===== src/rtl/rsa_pkg.sv =====
// Shared definitions for the RSA host sequencer: FSM state encoding and operand slot indices.
package rsa_pkg;

    typedef enum logic [2:0] {
        ST_IDLE  = 3'd0,
        ST_LOAD  = 3'd1,
        ST_START = 3'd2,
        ST_WAIT  = 3'd3,
        ST_OUT   = 3'd4
    } state_e;

    localparam logic [1:0] IDX_P     = 2'd0;
    localparam logic [1:0] IDX_E     = 2'd1;
    localparam logic [1:0] IDX_M     = 2'd2;
    localparam logic [1:0] IDX_CONST = 2'd3;

endpackage


===== src/rtl/rsa_wdog_counter.sv =====
// Watchdog counter for the WAIT state. It has a clear and an enable input.
// It flags expiry when the count reaches TIMEOUT_CYC-1 and never expires when TIMEOUT_CYC is 0.
module rsa_wdog_counter #(
    parameter int TIMEOUT_CYC = 1024,
    parameter int TO_W        = 11
) (
    input  logic clk,
    input  logic rst_i,
    input  logic clr_i,
    input  logic en_i,
    output logic expired_o
);

    localparam logic [TO_W-1:0] LAST = TO_W'((TIMEOUT_CYC == 0) ? 0 : TIMEOUT_CYC - 1);

    logic [TO_W-1:0] count_q;
    logic [TO_W-1:0] count_d;

    always_comb begin
        count_d = count_q;
        if (clr_i) begin
            count_d = '0;
        end else if (en_i) begin
            count_d = count_q + 1'b1;
        end
    end

    always_ff @(posedge clk) begin
        if (rst_i) begin
            count_q <= '0;
        end else begin
            count_q <= count_d;
        end
    end

    generate
        if (TIMEOUT_CYC == 0) begin : g_never
            assign expired_o = 1'b0;
        end else begin : g_cmp
            assign expired_o = (count_q == LAST);
        end
    endgenerate

endmodule


===== src/rtl/rsa_host_sequencer.sv =====
// Host-side initiator for rsa_unit. It loads four operands byte-serially, runs the unit until the eoc rising edge,
// and returns result C over a valid/ready bus.
module rsa_host_sequencer
    import rsa_pkg::*;
#(
    parameter int WIDTH       = 8,
    parameter int TIMEOUT_CYC = 1024,
    parameter int TO_W        = 11
) (
    input  logic             clk,
    input  logic             rst,
    input  logic             abort,
    input  logic [WIDTH-1:0] din,
    input  logic             din_valid,
    output logic             din_ready,
    output logic [WIDTH-1:0] op_p,
    output logic [WIDTH-1:0] op_e,
    output logic [WIDTH-1:0] op_m,
    output logic [WIDTH-1:0] op_const,
    output logic             rsa_en,
    input  logic             rsa_eoc,
    input  logic [WIDTH-1:0] rsa_c,
    output logic [WIDTH-1:0] dout,
    output logic             dout_valid,
    input  logic             dout_ready,
    output logic             busy,
    output logic             timeout_err
);

    state_e           state_q, state_d;
    logic [1:0]       idx_q, idx_d;
    logic [WIDTH-1:0] op_p_q, op_p_d, op_e_q, op_e_d;
    logic [WIDTH-1:0] op_m_q, op_m_d, op_const_q, op_const_d;
    logic [WIDTH-1:0] dout_q, dout_d;
    logic             terr_q, terr_d;
    logic             eoc_prev_q, eoc_prev_d;
    logic             wd_clr, wd_en, wd_expired;
    logic             din_xfer, done;

    rsa_wdog_counter #(
        .TIMEOUT_CYC (TIMEOUT_CYC),
        .TO_W        (TO_W)
    ) u_wdog (
        .clk       (clk),
        .rst_i     (rst),
        .clr_i     (wd_clr),
        .en_i      (wd_en),
        .expired_o (wd_expired)
    );

    assign din_ready  = (state_q == ST_IDLE) || (state_q == ST_LOAD);
    assign din_xfer   = din_valid && din_ready;
    assign done       = (state_q == ST_WAIT) && rsa_eoc && !eoc_prev_q;
    assign rsa_en     = (state_q == ST_START) || (state_q == ST_WAIT);
    assign dout_valid = (state_q == ST_OUT);
    assign busy       = (state_q != ST_IDLE);

    always_comb begin
        state_d    = state_q;
        idx_d      = idx_q;
        op_p_d     = op_p_q;
        op_e_d     = op_e_q;
        op_m_d     = op_m_q;
        op_const_d = op_const_q;
        dout_d     = dout_q;
        terr_d     = terr_q;
        eoc_prev_d = eoc_prev_q;
        wd_clr     = 1'b0;
        wd_en      = 1'b0;
        unique case (state_q)
            ST_IDLE: if (din_xfer) begin
                op_p_d  = din;
                idx_d   = IDX_E;
                terr_d  = 1'b0;
                state_d = ST_LOAD;
            end
            ST_LOAD: if (din_xfer) begin
                idx_d = idx_q + 2'd1;
                unique case (idx_q)
                    IDX_E:   op_e_d = din;
                    IDX_M:   op_m_d = din;
                    default: begin
                        op_const_d = din;
                        state_d    = ST_START;
                    end
                endcase
            end
            ST_START: begin
                eoc_prev_d = rsa_eoc;
                wd_clr     = 1'b1;
                state_d    = ST_WAIT;
            end
            ST_WAIT: begin
                eoc_prev_d = rsa_eoc;
                wd_en      = 1'b1;
                // A completion edge beats a timeout that expires in the same cycle.
                if (done) begin
                    dout_d  = rsa_c;
                    state_d = ST_OUT;
                end else if (wd_expired) begin
                    terr_d  = 1'b1;
                    state_d = ST_IDLE;
                end
            end
            ST_OUT: if (dout_ready) state_d = ST_IDLE;
            default: state_d = ST_IDLE;
        endcase
        // Abort discards any same-cycle update but keeps operands, result and error flag.
        if (abort) begin
            state_d    = ST_IDLE;
            idx_d      = IDX_P;
            op_p_d     = op_p_q;
            op_e_d     = op_e_q;
            op_m_d     = op_m_q;
            op_const_d = op_const_q;
            dout_d     = dout_q;
            terr_d     = terr_q;
        end
    end

    always_ff @(posedge clk) begin
        if (rst) begin
            state_q    <= ST_IDLE;
            idx_q      <= IDX_P;
            op_p_q     <= '0;
            op_e_q     <= '0;
            op_m_q     <= '0;
            op_const_q <= '0;
            dout_q     <= '0;
            terr_q     <= 1'b0;
            eoc_prev_q <= 1'b0;
        end else begin
            state_q    <= state_d;
            idx_q      <= idx_d;
            op_p_q     <= op_p_d;
            op_e_q     <= op_e_d;
            op_m_q     <= op_m_d;
            op_const_q <= op_const_d;
            dout_q     <= dout_d;
            terr_q     <= terr_d;
            eoc_prev_q <= eoc_prev_d;
        end
    end

    assign op_p        = op_p_q;
    assign op_e        = op_e_q;
    assign op_m        = op_m_q;
    assign op_const    = op_const_q;
    assign dout        = dout_q;
    assign timeout_err = terr_q;

endmodule


===== config.mk =====
export PLATFORM = sky130hd
export DESIGN_NAME = rsa_host_sequencer
export DESIGN_NICKNAME = d
export VERILOG_FILES = /design/src/rtl/rsa_pkg.sv /design/src/rtl/rsa_wdog_counter.sv /design/src/rtl/rsa_host_sequencer.sv
export SDC_FILE = /design/constraint.sdc
export NUM_CORES = 1
export LEC_CHECK = 0
export CELL_PAD_IN_SITES_DETAIL_PLACEMENT = 1
export CELL_PAD_IN_SITES_GLOBAL_PLACEMENT = 2
export CORE_UTILIZATION = 31
export CTS_BUF_LIST = sky130_fd_sc_hd__clkbuf_8 sky130_fd_sc_hd__clkbuf_16
export DETAILED_ROUTE_END_ITERATION = 16
export PLACE_DENSITY_LB_ADDON = 0.1
export SLEW_MARGIN = 0
export SYNTH_ARGS = -nofsm -noshare
export SYNTH_HDL_FRONTEND = slang
export SYNTH_SLANG_ARGS = --single-unit

===== constraint.sdc =====
create_clock -name clk -period 3.7 [get_ports clk]
set_clock_uncertainty 0.05 [all_clocks]
set_input_delay 0.74 -clock clk [delete_from_list [all_inputs] [get_ports clk]]
set_output_delay 0.74 -clock clk [all_outputs]
set_load 0.1 [all_outputs]

==> impl_results.md <==
- Status: complete, no violations
- Clock share of power: 43.5%
- Routed Antenna Nets: 0
- Max Slew Vio Count: 0
- Root buffer cell: clkbuf_8
- Synth top area share: 48.1%
- CP Buf/Inv Count: 1
- Max-Cap Viols: 0
- Critical Path AT: 1.83 ns
- Final #Nets: 340
- Lkg Pwr: 1.40 nW
- Vias per cell: 4.62
- Synthesis Warnings: 0
- Vias in the first global route: 1,950
- Initial antenna violation count: 0
- Met3 usage: 6.06%
- Final worst slack: 1.08 ns
- Netlist Area Pre-Place: 2420 um^2
- Unique masters post-synth: 36
- WL final: 5900 um
- DR WL/cell: 14.1 um
- Total track usage: 15.5%
- HP Class: reg -> reg
- Die Height: 90.3 um
- Sw frac: 26.5%
- Setup total negative slack: 0 ns
- Clock Sinks: 58
- Crit path cell chain: clkdlybuf4s50_1
- TritonCTS clock tree: built
- Post-CTS setup buffer count: 0
- Share of cells above drive strength 1: 10.0%
- Worst Tran Pin Value: 0.996 ns
- CTS H-tree depth: 3
- Final cycle utilization of the critical path: 70.9%
- Setup violations, final: 0
- First-pass GRT wire length: 9860 um
- EDFF count, synth: 0
- Slowest cell on crit path: clkdlybuf4s50_1
- Maximum vdd drop: 0.192 mV
- Pin count of the biggest net entering global routing: 34
- DPL Wire Length: 4210 um
- CP endpoint kind: output port
- Post-synthesis area per instance: 9.66 um^2
- Pre-CTS setup slack: 0.988 ns
- Die Area: 8150 um^2
- CP max stage delay: 1.15 ns
- Vias: 1,937
- Async S/R FF share, synth: 0%
- Met2 GRT Util: 23.2%
- RePlAce Congestion: 0.698
- P&R area growth vs syn: 37.6%
- Largest area contributor in the netlist: dfxtp_1
- GR peak layer: met2
- ANT cells: 0
- Mapped Cells: 250
- Post_cts resized: 0
- Worst rel slew slack: 33.4%
- Horiz. Die Dim: 90.3 um
- CP top delay family: buffers and inverters
- Combinational share of power: 9.7%
- IO buf count: 66
- Tmin final: 2.62 ns
- Post-synth top cells: dfxtp_1, nor2_1, mux2i_1
- Syn nets: 275
- Clk Latency, worst-skew pair: 0.34 ns
- I/O pin total: 67
- Clock transition at path regs: 0.07 ns
- CP Class: reg -> out
- Fmax: 381 MHz
- Post-synthesis sequential area ratio: 48.1%
- Switching pwr: 361 uW
- Sequential Power Share: 46.7%
- CP max FO: 2
- P_int: 1.00 mW
- Violation count after the first detailed-route iteration: 59
- Ranking of synthesized cells by area: dfxtp_1, mux2i_1, nor2_1, xnor2_1, a21oi_1
- Core Region: 7410 um^2
- TritonRoute pass-1 iters: 4
- Most used DFF post-synth: dfxtp_1
- Unrepaired setup endpoints after global routing: false
- Post-CTS Hold Fix Bufs: 0
- Met1 GRT Util: 20.3%
- PwrDens: 410 nW/um^2
- Synth Register Bits: 58
- Post-route DRC: 0
- Row count: 31
- Total congestion overflow: 0
- Crit path required time: 2.91 ns
- Most numerous cell in the Yosys netlist: dfxtp_1
- Max Root-Sink Buffers: 2
- Final Hold Violating Endpoints: 0
- CTS Buf Count: 9
- Critical Path Start Type: flip-flop
- Starting Density: 32.6%
==> kinds of logic after synthesis <==
group	share of synthesized area, %
fa+ha+maj	1.55
flops	48.1
compound gates	4.92
mux	14.5
simple gates	23.6
xor+xnor	3.26
buf+inv	4.14
==> sequential cells by signal, indices dropped and copies added (netlist names) <==
name	count
op_p	8
op_e	8
timeout_err	1
state_q	3
op_m	8
idx_q	2
u_wdog.count_q	11
dout	8
op_const	8
eoc_prev_q	1
==> path summary, 6_finish.rpt <==
path                      startpoint              endpoint  slack (ns)  cells after the start
max             op_e[4]$_SDFFE_PP0P_               op_e[4]        1.08                      1
min             op_p[7]$_SDFFE_PP0P_  op_p[7]$_SDFFE_PP0P_        0.40                      2
max reg2reg  state_q[0]$_SDFFE_PP0P_  dout[5]$_SDFFE_PP0P_        1.44                      4
min reg2reg     op_p[7]$_SDFFE_PP0P_  op_p[7]$_SDFFE_PP0P_        0.40                      2
==> layout by cell type (no fill, tap or decap), drive strengths merged, types with 4 or more instances in the layout <==
| cell | count |
|---|---|
| a21oi | 12 |
| clkdlybuf4s50 | 62 |
| inv | 6 |
| buf | 5 |
| mux2i | 35 |
| nor4 | 5 |
| dfxtp | 58 |
| nand3 | 14 |
| xnor2 | 7 |
| nor2 | 49 |
| or3 | 5 |
| clkbuf | 10 |
| nand2 | 15 |
| nor3 | 4 |
==> per-layer routing <==
metal  vias to the layer above  part of all wire (%)
met2                        43                    44
met4                         0                   1.1
met1                       911                    49
met5                         -                     0
li1                        977                     -
met3                         6                   5.7
==> through the flow <==
stage / cells / utilization [%] / hold WS, ns / total power, mW / cell area [um^2]
final: 419 / 44.9 / 0.404 / 1.36 / 3320
after global routing: 419 / 44.9 / 0.422 / 1.42 / 3320
after CTS: 419 / 44.9 / 0.408 / 1.39 / 3320
after detailed placement: 403 / 42.1 / 0.399 / 0.786 / 3120
after global placement: 403 / 42.1 / 0.395 / 0.786 / 3120
after floorplan: 250 / - / 0.421 / 0.736 / 2420
==> worst register-to-register path, cell delays in order (launching register included) <==
cell and delay, ns:
dfxtp_1 0.66, nand3b_1 0.48, or3_1 0.67, mux2i_1 0.23, nor2_1 0.05
==> cell type report <==
type                    instances  area [um^2]
multi-input cells             173         1150
clock buffers                  10          138
flip-flops and latches         58         1160
well taps                      99          124
repair buffers                 67          658
fillers                       829         4080
clock inverters                 6         66.3
inverters                       6         22.5
==> power by group through the flow <==
stage          registers, mW  clock network [mW]  logic, mW
2_1_floorplan          0.689                   0     0.0471
3_3_place_gp           0.652                   0      0.134
3_5_place_dp           0.652                   0      0.134
4_1_cts                0.638               0.615      0.134
5_1_grt                0.639               0.640      0.141
6_report               0.638               0.594      0.132
Note: power is estimated with default switching activity, not from simulation.
